`config.mk`:
```
export PLATFORM = sky130hd
export DESIGN_NAME = tcdm_dma_bank_mux_flat
export DESIGN_NICKNAME = d
export VERILOG_FILES = /design/src/rtl/tcdm_dma_bank_mux_if.sv /design/src/rtl/tcdm_dma_bank_mux.sv /design/src/flat_wrapper.sv
export SDC_FILE = /design/constraint.sdc
export NUM_CORES = 1
export LEC_CHECK = 0
export ABC_CLOCK_PERIOD_IN_PS = 1900
export BUFFER_PORTS_ARGS = -buffer_cell sky130_fd_sc_hd__buf_2
export CAP_MARGIN = 20
export CORE_AREA = 3 3 99 101
export DETAILED_ROUTE_END_ITERATION = 12
export DIE_AREA = 0 0 102 104
export SLEW_MARGIN = 10
export SYNTH_ARGS = -nofsm -noshare
export SYNTH_HDL_FRONTEND = slang
export SYNTH_SLANG_ARGS = --single-unit
```
`constraint.sdc`:
```
create_clock -name clk_i -period 1.9 [get_ports clk_i]
set_input_delay 0.285 -clock clk_i [delete_from_list [all_inputs] [get_ports clk_i]]
set_output_delay 0.285 -clock clk_i [all_outputs]
set_load 0.02 [all_outputs]
```
`src/rtl/tcdm_dma_bank_mux_if.sv`:
```
// Bus bundle for the per-bank core/DMA request mux: core port, DMA port and shim-side port.
interface tcdm_dma_bank_mux_if #(
   parameter int unsigned AddrMemWidth = 10,
   parameter int unsigned DataWidth    = 32
);
   localparam int unsigned BeWidth = DataWidth / 8;

   logic                    core_req;
   logic                    core_gnt;
   logic [AddrMemWidth-1:0] core_add;
   logic [3:0]              core_amo;
   logic                    core_wen;
   logic [DataWidth-1:0]    core_wdata;
   logic [BeWidth-1:0]      core_be;
   logic [DataWidth-1:0]    core_rdata;
   logic                    core_rvalid;

   logic                    dma_req;
   logic                    dma_gnt;
   logic [AddrMemWidth-1:0] dma_add;
   logic                    dma_wen;
   logic [DataWidth-1:0]    dma_wdata;
   logic [BeWidth-1:0]      dma_be;
   logic [DataWidth-1:0]    dma_rdata;
   logic                    dma_rvalid;

   logic                    bank_req;
   logic                    bank_gnt;
   logic [AddrMemWidth-1:0] bank_add;
   logic [3:0]              bank_amo;
   logic                    bank_wen;
   logic [DataWidth-1:0]    bank_wdata;
   logic [BeWidth-1:0]      bank_be;
   logic [DataWidth-1:0]    bank_rdata;
   logic                    dma_access;

   // Environment view: drives core/DMA requests and the shim's grant/read data.
   modport master (
      output core_req, core_add, core_amo, core_wen, core_wdata, core_be,
      input  core_gnt, core_rdata, core_rvalid,
      output dma_req, dma_add, dma_wen, dma_wdata, dma_be,
      input  dma_gnt, dma_rdata, dma_rvalid,
      input  bank_req, bank_add, bank_amo, bank_wen, bank_wdata, bank_be, dma_access,
      output bank_gnt, bank_rdata
   );

   // Mux view.
   modport slave (
      input  core_req, core_add, core_amo, core_wen, core_wdata, core_be,
      output core_gnt, core_rdata, core_rvalid,
      input  dma_req, dma_add, dma_wen, dma_wdata, dma_be,
      output dma_gnt, dma_rdata, dma_rvalid,
      output bank_req, bank_add, bank_amo, bank_wen, bank_wdata, bank_be, dma_access,
      input  bank_gnt, bank_rdata
   );
endinterface

```
`src/rtl/tcdm_dma_bank_mux.sv`:
```
// Per-bank 2:1 core/DMA request mux in front of the AMO shim; DMA-priority with
// a core anti-starvation counter and tracking of core AMOs delayed by DMA writes.
module tcdm_dma_bank_mux #(
   parameter int unsigned AddrMemWidth = 10,
   parameter int unsigned DataWidth    = 32,
   parameter int unsigned MaxStall     = 15
) (
   input logic                  clk_i,
   input logic                  rst_ni,
   tcdm_dma_bank_mux_if.slave   bus
);
   localparam int unsigned BeWidth  = DataWidth / 8;
   localparam int unsigned CntWidth = 8;

   typedef enum logic {Idle, AmoPend} state_e;

   state_e                  state;
   logic [CntWidth-1:0]     stall_cnt;
   logic                    core_rv_q;
   logic                    dma_rv_q;

   logic                    core_ok;
   logic                    dma_ok;
   logic                    sel_core;
   logic                    sel_dma;
   logic                    replay;
   logic [AddrMemWidth-1:0] add_sel;
   logic [DataWidth-1:0]    wdata_sel;
   logic [BeWidth-1:0]      be_sel;

   // Arbitration: DMA first unless the core has starved or DMA reads are held off by a pending AMO.
   always_comb begin
      core_ok  = 1'b0;
      dma_ok   = 1'b0;
      sel_core = 1'b0;
      sel_dma  = 1'b0;
      replay   = 1'b0;
      if (rst_ni) begin
         core_ok  = bus.core_req && (state == Idle);
         dma_ok   = bus.dma_req && ((state == Idle) || bus.dma_wen);
         sel_dma  = dma_ok && !(core_ok && (stall_cnt == CntWidth'(MaxStall)));
         sel_core = core_ok && !sel_dma;
         replay   = (state == AmoPend) && !sel_dma;
      end
   end

   always_comb begin
      add_sel   = bus.core_add;
      wdata_sel = bus.core_wdata;
      be_sel    = bus.core_be;
      if (sel_dma) begin
         add_sel   = bus.dma_add;
         wdata_sel = bus.dma_wdata;
         be_sel    = bus.dma_be;
      end
   end

   always_comb begin
      bus.bank_req    = sel_core || sel_dma;
      bus.bank_add    = add_sel;
      bus.bank_amo    = sel_dma ? 4'h0 : bus.core_amo;
      bus.bank_wen    = sel_dma ? bus.dma_wen : bus.core_wen;
      bus.bank_wdata  = wdata_sel;
      bus.bank_be     = be_sel;
      bus.dma_access  = sel_dma;
      bus.core_gnt    = sel_core && bus.bank_gnt;
      bus.dma_gnt     = sel_dma && bus.bank_gnt;
      // The replayed AMO result shares the response path with plain core responses.
      bus.core_rvalid = rst_ni && (core_rv_q || replay);
      bus.dma_rvalid  = rst_ni && dma_rv_q;
      bus.core_rdata  = bus.core_rvalid ? bus.bank_rdata : '0;
      bus.dma_rdata   = bus.dma_rvalid ? bus.bank_rdata : '0;
   end

   always_ff @(posedge clk_i) begin
      if (!rst_ni) begin
         state     <= Idle;
         stall_cnt <= '0;
         core_rv_q <= 1'b0;
         dma_rv_q  <= 1'b0;
      end else begin
         core_rv_q <= bus.core_gnt && (bus.core_amo == 4'h0);
         dma_rv_q  <= bus.dma_gnt;

         if (!bus.core_req || bus.core_gnt)
            stall_cnt <= '0;
         else if (stall_cnt < CntWidth'(MaxStall))
            stall_cnt <= stall_cnt + CntWidth'(1);

         case (state)
            Idle:    if (bus.core_gnt && (bus.core_amo != 4'h0)) state <= AmoPend;
            AmoPend: if (replay) state <= Idle;
            default: state <= Idle;
         endcase
      end
   end
endmodule
```
`src/flat_wrapper.sv`:
```
// flat-port wrapper written by rule: the top's interface ports become plain ports
module tcdm_dma_bank_mux_flat 
#(
   parameter int unsigned AddrMemWidth = 10,
   parameter int unsigned DataWidth    = 32,
   parameter int unsigned MaxStall     = 15
)
  (clk_i, rst_ni, bus_core_req, bus_core_add, bus_core_amo, bus_core_wen, bus_core_wdata, bus_core_be, bus_core_gnt, bus_core_rdata, bus_core_rvalid, bus_dma_req, bus_dma_add, bus_dma_wen, bus_dma_wdata, bus_dma_be, bus_dma_gnt, bus_dma_rdata, bus_dma_rvalid, bus_bank_req, bus_bank_add, bus_bank_amo, bus_bank_wen, bus_bank_wdata, bus_bank_be, bus_dma_access, bus_bank_gnt, bus_bank_rdata);
  tcdm_dma_bank_mux_if #(.AddrMemWidth(AddrMemWidth), .DataWidth(DataWidth)) bus_i ();
  input logic clk_i;
  input logic rst_ni;
  input wire logic [$bits(bus_i.core_req)-1:0] bus_core_req;
  input wire logic [$bits(bus_i.core_add)-1:0] bus_core_add;
  input wire logic [$bits(bus_i.core_amo)-1:0] bus_core_amo;
  input wire logic [$bits(bus_i.core_wen)-1:0] bus_core_wen;
  input wire logic [$bits(bus_i.core_wdata)-1:0] bus_core_wdata;
  input wire logic [$bits(bus_i.core_be)-1:0] bus_core_be;
  output wire logic [$bits(bus_i.core_gnt)-1:0] bus_core_gnt;
  output wire logic [$bits(bus_i.core_rdata)-1:0] bus_core_rdata;
  output wire logic [$bits(bus_i.core_rvalid)-1:0] bus_core_rvalid;
  input wire logic [$bits(bus_i.dma_req)-1:0] bus_dma_req;
  input wire logic [$bits(bus_i.dma_add)-1:0] bus_dma_add;
  input wire logic [$bits(bus_i.dma_wen)-1:0] bus_dma_wen;
  input wire logic [$bits(bus_i.dma_wdata)-1:0] bus_dma_wdata;
  input wire logic [$bits(bus_i.dma_be)-1:0] bus_dma_be;
  output wire logic [$bits(bus_i.dma_gnt)-1:0] bus_dma_gnt;
  output wire logic [$bits(bus_i.dma_rdata)-1:0] bus_dma_rdata;
  output wire logic [$bits(bus_i.dma_rvalid)-1:0] bus_dma_rvalid;
  output wire logic [$bits(bus_i.bank_req)-1:0] bus_bank_req;
  output wire logic [$bits(bus_i.bank_add)-1:0] bus_bank_add;
  output wire logic [$bits(bus_i.bank_amo)-1:0] bus_bank_amo;
  output wire logic [$bits(bus_i.bank_wen)-1:0] bus_bank_wen;
  output wire logic [$bits(bus_i.bank_wdata)-1:0] bus_bank_wdata;
  output wire logic [$bits(bus_i.bank_be)-1:0] bus_bank_be;
  output wire logic [$bits(bus_i.dma_access)-1:0] bus_dma_access;
  input wire logic [$bits(bus_i.bank_gnt)-1:0] bus_bank_gnt;
  input wire logic [$bits(bus_i.bank_rdata)-1:0] bus_bank_rdata;
  assign bus_i.core_req = bus_core_req;
  assign bus_i.core_add = bus_core_add;
  assign bus_i.core_amo = bus_core_amo;
  assign bus_i.core_wen = bus_core_wen;
  assign bus_i.core_wdata = bus_core_wdata;
  assign bus_i.core_be = bus_core_be;
  assign bus_core_gnt = bus_i.core_gnt;
  assign bus_core_rdata = bus_i.core_rdata;
  assign bus_core_rvalid = bus_i.core_rvalid;
  assign bus_i.dma_req = bus_dma_req;
  assign bus_i.dma_add = bus_dma_add;
  assign bus_i.dma_wen = bus_dma_wen;
  assign bus_i.dma_wdata = bus_dma_wdata;
  assign bus_i.dma_be = bus_dma_be;
  assign bus_dma_gnt = bus_i.dma_gnt;
  assign bus_dma_rdata = bus_i.dma_rdata;
  assign bus_dma_rvalid = bus_i.dma_rvalid;
  assign bus_bank_req = bus_i.bank_req;
  assign bus_bank_add = bus_i.bank_add;
  assign bus_bank_amo = bus_i.bank_amo;
  assign bus_bank_wen = bus_i.bank_wen;
  assign bus_bank_wdata = bus_i.bank_wdata;
  assign bus_bank_be = bus_i.bank_be;
  assign bus_dma_access = bus_i.dma_access;
  assign bus_i.bank_gnt = bus_bank_gnt;
  assign bus_i.bank_rdata = bus_bank_rdata;
  tcdm_dma_bank_mux #(.AddrMemWidth(AddrMemWidth), .DataWidth(DataWidth), .MaxStall(MaxStall)) u_core (.clk_i(clk_i), .rst_ni(rst_ni), .bus(bus_i));
endmodule
```
======== After elaboration in Yosys (flattened, before gate mapping) ========
Cells that the tools add are included.
W data, S select, Z words.
word-level totals
  bits in registers ....................... 11
  output and inout port bits .............. 121
  word-level logic and storage cells ...... 44
cells by class
  add/sub/neg operators ................... 1
  $lt $le $gt $ge ......................... 1
  equal/unequal tests ..................... 1
  muxes and demuxes ....................... 13
  bitwise operators ....................... 2
  reductions and logical operators ........ 22
operators by type and width
  cell                   number
  $mux W32               3
  $logic_and A1 B1 Y1    12
  $mux W10               1
  $add A8 B1 Y8 const B  1
  $eq A8 B4 Y1 const B   1
  $lt A8 B4 Y1 const B   1
  $mux W4                2
  $mux W1                6
  $logic_not A4 Y1       1
  $logic_or A1 B1 Y1     4
  $reduce_bool A4 Y1     1
  $logic_not A1 Y1       3
  $not A1 Y1             2
  $pmux W1 S2            1
  $reduce_or A2 Y1       1

======== Depth between registers and ports, before layout ========
Gate-level depths: netlist of run 1.
  depth in word-level cells ............... 12
  depth in mapped cells ................... 6
  mapped depth without buffers ............ 5

======== Worst setup path after synthesis of run 1 ========
No wires, ideal clock.
  path type ............................... register to output
  start point ............................. register u_core.stall_cnt[0]
  end point ............................... output bus_bank_add[0]
  arrival ................................. 1.704 ns
  data required time ...................... 1.615 ns
  path slack .............................. -0.089 ns
  stages on the path, launching flop included .. 7
  buffers on the path ..................... 2
  path through ............................ dfxtp_1 ha_1 and4_1 buf_4 a21oi_4 buf_6 mux2_4
between the ends
  longest elaborated chain between the ends .. 6
RTL lines
  what                    RTL line                 text
  start, declared         tcdm_dma_bank_mux.sv:18  logic [CntWidth-1:0] stall_cnt;
  start signal, assigned  tcdm_dma_bank_mux.sv:88  stall_cnt <= stall_cnt + CntWidth'(1);
  $eq A8 B4 Y1            tcdm_dma_bank_mux.sv:41  sel_dma = dma_ok && !(core_ok && (stall_cnt == CntWidth'(MaxStall)));
  $logic_and A1 B1 Y1     tcdm_dma_bank_mux.sv:41
  $logic_not A1 Y1        tcdm_dma_bank_mux.sv:41
  $logic_and A1 B1 Y1     tcdm_dma_bank_mux.sv:41
  $mux W1                 tcdm_dma_bank_mux.sv:38  if (rst_ni) begin
  $mux W10                tcdm_dma_bank_mux.sv:51  if (sel_dma) begin
  end, declared           flat_wrapper.sv:30       output wire logic [$bits(bus_i.bank_add)-1:0] bus_bank_add;
No other way between the ends.

======== Worst setup path in the final report of run 1 ========
  start point ............................. register u_core.stall_cnt[4]
  end point ............................... output bus_bank_add[0]
The elaborated chain is that of the path after synthesis.

==> results of run 1 <==
-- sequential cells by signal (all words and copies together) (netlist names) --
signal,count
u_core.stall_cnt,8
u_core.dma_rv_q,1
u_core.core_rv_q,1
u_core.state,1
-- power by group through the flow --
stage | logic [W] | registers [W] | clock network, W
floorplan | 0.000378 | 0.000246 | 0
global placement | 0.000651 | 0.000245 | 0
detailed placement | 0.000659 | 0.000245 | 0
CTS | 0.000681 | 0.000240 | 0.000242
global route | 0.000770 | 0.000241 | 0.000254
finish | 0.000723 | 0.000241 | 0.000232
-- worst paths after layout --
path / start / end / slack, ns
min reg2reg: u_core.stall_cnt[4] / u_core.stall_cnt[4] / 0.50
max reg2reg: u_core.stall_cnt[1] / u_core.stall_cnt[4] / 0.48
min: bus_bank_gnt / u_core.dma_rv_q / 0.29
max: u_core.stall_cnt[4] / bus_bank_add[0] / -0.26
-- what timing repair did --
item | 4_1_cts | 5_1_grt
pin swaps | 0 | 1
setup endpoints to repair | 54 | 86
resized for setup | 21 | 34
gates cloned | 0 | 1
setup buffers | 0 | 1
-- cell usage in the layout, fill, tap and decap left out --
master,count
and2b_1,1
clkbuf_16,1
nand2b_1,2
ha_2,1
mux2_2,4
dfxtp_2,2
nor2_2,1
diode_2,2
a21oi_4,1
and3_1,32
and4b_1,1
o21ai_0,1
mux2i_1,1
nor2b_1,5
buf_12,2
or4_1,1
clkbuf_8,3
a21oi_1,3
buf_2,229
mux2_4,43
xor2_1,1
nand3_1,4
o31ai_1,1
nor2_1,3
nand4b_1,1
a21boi_1,1
buf_4,16
dfxtp_1,9
nand2_1,5
and4_4,1
clkbuf_1,1
o21a_1,1
nor4_4,1
nor3_1,2
buf_6,23
and2_1,39
nand4_1,2
a21boi_0,1
o31a_1,1
-- synthesized netlist by cell type (2+ instances only) --
library cell,count
dfxtp_1,11
a21boi_0,2
buf_6,5
nand2b_1,2
nor3_1,2
mux2_2,4
clkbuf_1,10
nand2_1,5
mux2_4,43
nor2_1,4
nand3_1,4
and2_1,39
a21oi_1,3
nor2b_1,5
nand4_1,2
and3_1,32
-- cell families after synthesis --
logic type	Yosys count	synth area share, %
AOI/OAI and AO/OA	10	4.30
xor gates and xnor gates	1	0.502
adders and majority gates	1	0.716
buffers and inverters	16	5.80
DFF	11	12.6
muxes	48	40.1
and+or+nand+nor	101	36.0
-- routing by layer --
metal  GRT usage (%)  vias to the layer above
met5               0                        -
met4            2.44                        0
met3            3.49                        8
met2            25.5                      116
met1            15.2                     1108
li1                -                     1183
-- metrics by stage --
step	hold slack, ns	TNS, ns
after detailed placement	0.506	-1.62
final	0.291	-11.67
after global placement	0.498	-0.407
after floorplan	0.407	0
after CTS	0.292	-13.06
after global routing	0.302	-15.35
-- layout make-up --
type	instances	share of cell area [%]
Timing Repair Buffer	271	46.3
Multi-Input combinational cell	161	41.7
Sequential cell	11	6.48
Tap cell	111	4.04
Clock buffer	4	1.31
Antenna cell	2	0.146
==> results.tsv, run 1 <==
stage	metric	value	unit
layout	area_delta_synth_final	96.6	%
run_status	violations	negative setup slack	
drt	routed_via_density	4.31	
floorplan	die_h	104	um
place	portBuffers	255	
drt	vias	2415	
worst_setup_path	critPathBufInv	2	
logic_synthesis	synth_top_area_share	37.0	%
layout	fillers	924	
cts	tritoncts	done	
logic_synthesis	synth_area_per_cell	9.29	sq um
sta	slew_violations	0	
sta	fin_crit_sh	114	%
logic_synthesis	synth_seq_cells	11	
drt	wl_per_cell	14.9	um
logic_synthesis	yosysSeqAreaShare	12.6	%
floorplan	dieArea	10600	sq um
worst_setup_path	crit_fanout	18	
cts	htreeDepth	1	
worst_setup_path	critical_path_depth	6	
pwr	vdd_drop_max	168	uV
place	place_ws	-0.0498	ns
sta	worstMarginPinSlew	0.385	ns
cts	path_clk_slew	0.05	ns
drt	highest_layer	met4	
worst_setup_path	critical-path-slowest-cell	dfxtp_2	
layout	multi_input_area	1430	sq um
worst_setup_path	path_cells	nor4_4 > and4_4 > a21oi_4 > clkbuf_16 > mux2_4 > buf_2	
worst_setup_path	slowest_delay	0.33	ns
floorplan	coreArea	9110	sq um
logic_synthesis	yosys.area.top_type	mux2_4	
global_routing	grt_overflow	0	
cts	clkLatencyLatePin	0.23	ns
pwr	intPower	0.000766	W
drt	wl	8350	um
sta	fmax	0.462	GHz
sta	grt_setup_unrepaired	yes	
worst_setup_path	critical_path_class	reg -> out	
logic_synthesis	synth_flop_cell	dfxtp_1	
pwr	p_clk_share	19.4	%
pwr	p_sw	0.000429	W
layout	finalNonFillerCells	560	
layout	final_cell_area	3430	sq um
logic_synthesis	syn_inst	188	
flow_run	drv_cap	0	
logic_synthesis	synth_nets	324	
cts	cts_sinks	11	
worst_setup_path	worstPathArrival	1.88	ns
sta	setup_violations	52	
cts	cts-buffers-inserted	3	
global_routing	antenna_found_initial	2	
layout	area.sequential	223	sq um
sta	final_hold_viol_count	0	
drt	route.detailed.drc	0	
logic_synthesis	syn_area	1750	sq um
global_routing	grt_first_pass_wirelength	11600	um
worst_setup_path	rr_worst_depth	5	
drt	drtIter0Drc	85	
run_status	outcome	finished with violations	
floorplan	start_util	19.2	%
floorplan	die_x	102	um
sta	fin_skew	0.00140	ns
logic_synthesis	synth.area.top_cells	mux2_4, and2_1, dfxtp_1	
cts	cts_hold_buf	0	
floorplan	num_rows	35	
pwr	swShare	35.9	%
worst_setup_path	critPathLaunchType	flop	
drt	antenna_left	0	
logic_synthesis	yosysUniqueCellTypes	31	
floorplan	ios	256	
pwr	power	0.00120	W
pwr	p_leak	2.13	nW
drt	wl_met1	3160	um
drt	first_pass_iters	4	
worst_setup_path	critPathTopFamily	simple AND/OR/NAND/NOR gates	
sta	slew_headroom	74.1	%
layout	layout-drive-gt1-share	73.4	%
worst_setup_path	cp-end-kind	output pin	
place	hpwl	7030	um
layout	fin_nets	584	
place	gp_congestion	0.922	
logic_synthesis	synth_edf_count	0	
pwr	p_seq_share	20.1	%
sta	layout_min_cycle_time	2.16	ns
worst_setup_path	crit_required	1.62	ns
global_routing	grt_max_degree	40	
cts	root_buffer	clkbuf_8	
pwr	pwr_density_cell	348	nW/um^2
drt	wl_met2	4410	um
logic_synthesis	synth_warnings	0	
global_routing	grtUsageTotal	13.6	%
place	placed_cells_incl_taps	553	
min_path	hold_depth	2	
min_path	min_path_type	in -> reg	
layout	post-route-util	37.7	%
cts	clockBufferDepth	2	
drt	met3_length	660	um
pwr	power_frac_comb	60.5	%
sta	layout_setup_ws	-0.263	ns
global_routing	grt_pass1_vias	2279	
logic_synthesis	async_flop_share	0	%
place	place_area	3200	sq um
Power figures use the tool's default switching activity.
==> run 2, diff against run 1 <==
--- a/config.mk
+++ b/config.mk
@@ -11,6 +11,7 @@
 export CORE_AREA = 3 3 99 101
 export DETAILED_ROUTE_END_ITERATION = 12
 export DIE_AREA = 0 0 102 104
+export SETUP_SLACK_MARGIN = 0.3
 export SLEW_MARGIN = 10
 export SYNTH_ARGS = -nofsm -noshare
 export SYNTH_HDL_FRONTEND = slang
==> run 2 against run 1 <==
The run still ends with negative setup slack left. Via count grew 5.4%. Total power grew 6.6%. Sequential cell count is the same. Routed wire length grew 13%. Worst setup slack lost 0.020 ns. Hold slack gained 0.045 ns. Register-to-register slack lost 0.21 ns. Final cell count grew 3.2%. Critical path type unchanged. Largest cell class unchanged. Largest power group unchanged.
==> results.tsv, run 2 (synthesized netlist as in run 1, its figures left out) <==
stage	metric	value	unit
cts	clkLatencyLatePin	0.24	ns
drt	wl_met2	5150	um
drt	vias	2545	
sta	layout_min_cycle_time	2.18	ns
cts	htreeDepth	1	
layout	fin_nets	602	
layout	fillers	894	
sta	fin_crit_sh	115	%
worst_setup_path	r2r_start	u_core.stall_cnt[7]	
global_routing	grt_first_pass_wirelength	13200	um
drt	met3_length	694	um
worst_setup_path	rrSetupSlack	0.27	ns
pwr	swShare	35.9	%
sta	slew_violations	0	
place	hpwl	7210	um
cts	root_buffer	clkbuf_8	
min_path	hold_path_end	u_core.dma_rv_q	
pwr	p_sw	0.000458	W
drt	drtIter0Drc	133	
worst_setup_path	worstPathArrival	1.90	ns
pwr	vdd_drop_max	147	uV
global_routing	grt_pass1_vias	2506	
floorplan	die_h	104	um
floorplan	die_x	102	um
sta	setup_violations	79	
worst_setup_path	cp-end-kind	output pin	
run_status	violations	negative setup slack	
global_routing	antenna_found_initial	2	
drt	antenna_left	0	
floorplan	coreArea	9110	sq um
layout	final_cell_mix	buf_2, buf_6, mux2_4	
cts	path_clk_slew	0.05	ns
drt	routed_via_density	4.40	
cts	cts-buffers-inserted	3	
floorplan	dieArea	10600	sq um
floorplan	num_rows	35	
worst_setup_path	critPathLaunchType	flop	
global_routing	grt_max_degree	40	
pwr	p_leak	2.33	nW
pwr	p_seq_share	19.2	%
layout	top_register	u_core.stall_cnt	
floorplan	ios	256	
sta	final_hold_viol_count	0	
worst_setup_path	crit_fanout	19	
layout	largest_reg_flops	8	
global_routing	grt_overflow	0	
sta	grt_setup_unrepaired	yes	
drt	first_pass_iters	4	
cts	clockBufferDepth	2	
worst_setup_path	critical_path_class	reg -> out	
drt	highest_layer	met5	
drt	wl	9440	um
drt	wl_met1	3570	um
cts	tritoncts	done	
cts	cts_sinks	11	
min_path	min_from	bus_bank_gnt	
flow_run	drv_cap	0	
layout	final_common_cell	buf_2	
worst_setup_path	rr_worst_depth	7	
worst_setup_path	crit_required	1.62	ns
sta	layout_setup_ws	-0.283	ns
place	gp_congestion	0.801	
pwr	power_frac_comb	62.4	%
place	placed_cells_incl_taps	558	
pwr	p_clk_share	18.4	%
run_status	outcome	finished with violations	
sta	slew_headroom	74.7	%
min_path	hold_depth	2	
drt	route.detailed.drc	0	
sta	finalSetupTns	-15.00	ns
layout	area_delta_synth_final	129	%
sta	worstMarginPinSlew	0.377	ns
global_routing	grtUsageTotal	15.5	%
sta	fmax	0.458	GHz
sta	fin_skew	0.00111	ns
place	portBuffers	255	
layout	finalNonFillerCells	578	
pwr	pwr_density_cell	318	nW/um^2
layout	layout-drive-gt1-share	82.6	%
cts	cts_hold_buf	0	
floorplan	start_util	19.2	%
drt	wl_per_cell	16.3	um
worst_setup_path	regToRegEndpoint	u_core.dma_rv_q	
min_path	min_path_type	in -> reg	
pwr	intPower	0.000816	W
## run 2: how the worst max path moves through the flow
| stage | from | end | depth (start not counted) |
|---|---|---|---|
| finish | u_core.stall_cnt[1] | bus_bank_wdata[31] | 6 |
| global placement | u_core.stall_cnt[1] | bus_bank_wdata[31] | 6 |
| global route | u_core.stall_cnt[0] | bus_bank_be[3] | 6 |
| detailed placement | u_core.stall_cnt[1] | bus_bank_wdata[31] | 6 |
| CTS | u_core.stall_cnt[1] | bus_bank_wdata[31] | 6 |
| floorplan | u_core.stall_cnt[7] | bus_bank_add[0] | 6 |
## run 2: per-layer routing
metal,global-route usage [%],vias to the layer above
met4,1.31,2
met5,0,-
li1,-,1229
met3,3.15,4
met2,29.0,125
met1,18.5,1185
## run 2: stage by stage
step	cell area (sq um)	hold WS, ns	total power, W	utilization, %	setup slack, ns
global route	4010	0.343	0.00135	44.0	-0.366
detailed placement	3270	0.478	0.000926	35.9	-0.0820
global placement	3270	0.475	0.000916	35.9	-0.0454
floorplan	1770	0.407	0.000628	-	0.0231
CTS	3790	0.369	0.00123	41.6	-0.300
finish	4010	0.336	0.00127	44.0	-0.283
## run 2: final cells by class
type,instances,area [sq um],area share (%)
Multi-Input combinational cell,161,1550,38.6
Tap cell,111,139,3.47
Timing Repair Buffer,289,2040,51.0
Sequential cell,11,226,5.65
Clock buffer,4,45.0,1.12
Antenna cell,2,5.00,0.125
## run 2: worst max-delay path, stage by stage, from the launching register on
cell     delay (ns)
dfxtp_2        0.33
ha_4           0.16
and4_4         0.16
a21oi_4        0.26
buf_12         0.23
mux2_2         0.35
buf_2          0.16
## run 2: power by group through the flow
stage,registers (W),clock network [W],logic (W)
6_report,0.000244,0.000235,0.000795
5_1_grt,0.000245,0.000259,0.000841
4_1_cts,0.000244,0.000247,0.000739
3_5_place_dp,0.000248,0,0.000678
3_3_place_gp,0.000248,0,0.000669
2_1_floorplan,0.000248,0,0.000380
## run 2: timing repair
item                       CTS  global route
buffers inserted             6             4
cloned                       4             0
pin swaps                   20             2
gates resized for setup    105            57
setup endpoints to repair  111           114
==> run 3, diff against run 2 <==
--- a/config.mk
+++ b/config.mk
@@ -11,6 +11,7 @@
 export CORE_AREA = 3 3 99 101
 export DETAILED_ROUTE_END_ITERATION = 12
 export DIE_AREA = 0 0 102 104
+export PLACE_DENSITY = 0.62
 export SETUP_SLACK_MARGIN = 0.3
 export SLEW_MARGIN = 10
 export SYNTH_ARGS = -nofsm -noshare
==> run 3 against run 2 <==
The run still ends with negative setup slack left. Clock-buffer cell count unchanged. Sequential cell count unchanged. Hold slack worse by 0.023 ns. Worst setup slack better by 0.0092 ns. Design area down 1.9%. Combinational power down 2%. Die area unchanged. Via count down 2.7%. Critical path type unchanged. Largest cell class unchanged.
==> results.tsv, run 3 (synthesized netlist as in run 1, its figures left out) <==
stage	metric	value	unit
worst_setup_path	critPathLaunchType	flop	
place	gp_congestion	0.827	
cts	htreeDepth	1	
global_routing	grt_pass1_vias	2505	
cts	clockBufferDepth	2	
layout	area_delta_synth_final	125	%
global_routing	antenna_found_initial	0	
global_routing	grt_first_pass_wirelength	12600	um
flow_run	drv_cap	0	
worst_setup_path	crit_required	1.62	ns
sta	worstMarginPinSlew	0.389	ns
layout	top_register	u_core.stall_cnt	
floorplan	num_rows	35	
min_path	min_path_type	in -> reg	
drt	route.detailed.drc	0	
worst_setup_path	crit_fanout	20	
pwr	pwr_density_cell	318	nW/um^2
layout	fin_nets	590	
cts	tritoncts	done	
pwr	swShare	35.7	%
floorplan	die_x	102	um
sta	setup_violations	52	
run_status	violations	negative setup slack	
global_routing	grt_overflow	0	
pwr	vdd_drop_max	163	uV
cts	clkLatencyLatePin	0.24	ns
floorplan	dieArea	10600	sq um
layout	largest_reg_flops	8	
sta	final_hold_viol_count	0	
cts	path_clk_slew	0.05	ns
pwr	p_clk_share	18.6	%
layout	final_cell_mix	buf_2, buf_6, mux2_4	
sta	layout_setup_ws	-0.274	ns
sta	slew_violations	0	
sta	fin_skew	0.00176	ns
sta	grt_setup_unrepaired	yes	
layout	layout-drive-gt1-share	81.9	%
run_status	outcome	finished with violations	
pwr	p_seq_share	19.3	%
worst_setup_path	cp-end-kind	output pin	
floorplan	die_h	104	um
drt	antenna_left	0	
pwr	p_leak	2.27	nW
worst_setup_path	critical_path_class	reg -> out	
worst_setup_path	worstPathArrival	1.89	ns
sta	fin_crit_sh	114	%
sta	layout_min_cycle_time	2.17	ns
pwr	intPower	0.000805	W
layout	post-route-util	43.1	%
worst_setup_path	rrSetupSlack	0.46	ns
cts	cts_sinks	11	
drt	first_pass_iters	4	
drt	routed_via_density	4.39	
drt	drtIter0Drc	94	
layout	final_common_cell	buf_2	
pwr	power	0.00125	W
pwr	p_sw	0.000446	W
place	portBuffers	255	
place	hpwl	6850	um
drt	wl	8990	um
sta	fmax	0.460	GHz
floorplan	start_util	19.2	%
drt	vias	2476	
cts	root_buffer	clkbuf_8	
place	placed_cells_incl_taps	552	
cts	cts-buffers-inserted	3	
layout	num_antenna_cells	0	
sta	slew_headroom	73.8	%
drt	wl_per_cell	15.9	um
global_routing	grt_max_degree	40	
floorplan	coreArea	9110	sq um
pwr	power_frac_comb	62.1	%
floorplan	ios	256	
layout	finalNonFillerCells	564	
global_routing	grtUsageTotal	14.7	%
## run 3: metrics by stage
step | cell area (sq um) | setup WS [ns] | hold WS, ns | TNS (ns)
floorplan | 1770 | 0.0231 | 0.407 | 0
global placement | 3220 | -0.0591 | 0.475 | -1.24
detailed placement | 3220 | -0.0858 | 0.477 | -2.37
CTS | 3730 | -0.300 | 0.309 | -13.51
global route | 3930 | -0.347 | 0.316 | -16.09
finish | 3930 | -0.274 | 0.313 | -11.99
## run 3: layout make-up
class | count | area, sq um
Clock buffer | 4 | 45.0
Multi-Input combinational cell | 161 | 1530
Sequential cell | 11 | 228
Tap cell | 111 | 139
Timing Repair Buffer | 277 | 1980
Fill cell | 893 | 5180
## run 3: critical path, cell delays in order (launching register included)
cell and delay [ns]:
dfxtp_2 0.33, ha_4 0.16, and4_4 0.15, a21oi_4 0.28, buf_16 0.22, mux2_2 0.35
buf_2 0.16
## run 3: what timing repair did
item / in CTS / in global routing
setup endpoints to repair: 87 / 87
buffers inserted: 1 / 2
gates resized for setup: 138 / 31
pin swaps: 1 / 33
hold buffers: 0 / 0
hold endpoints to repair: 0 / 0
cloned: 2 / 3
## run 3: path summary, 6_finish.rpt
check,end,cells after the start,from
max,bus_bank_wen,6,u_core.stall_cnt[1]
min,u_core.dma_rv_q,2,bus_bank_gnt
max reg2reg,u_core.dma_rv_q,5,u_core.stall_cnt[7]
min reg2reg,u_core.stall_cnt[7],1,u_core.stall_cnt[7]
## run 3: per-layer routing
metal  GRT usage, %  vias up  part of all wire (%)
met4           3.94        0                   1.7
li1               -     1196                     -
met5              0        -                     0
met2           28.4      117                    53
met1           15.7     1149                    38
met3           2.95       14                   7.5
## run 3: power by group through the flow
stage,registers [W],clock network (W),logic (W)
2_1_floorplan,0.000248,0,0.000380
3_3_place_gp,0.000246,0,0.000656
3_5_place_dp,0.000247,0,0.000663
4_1_cts,0.000242,0.000242,0.000733
5_1_grt,0.000242,0.000257,0.000825
6_report,0.000241,0.000233,0.000777
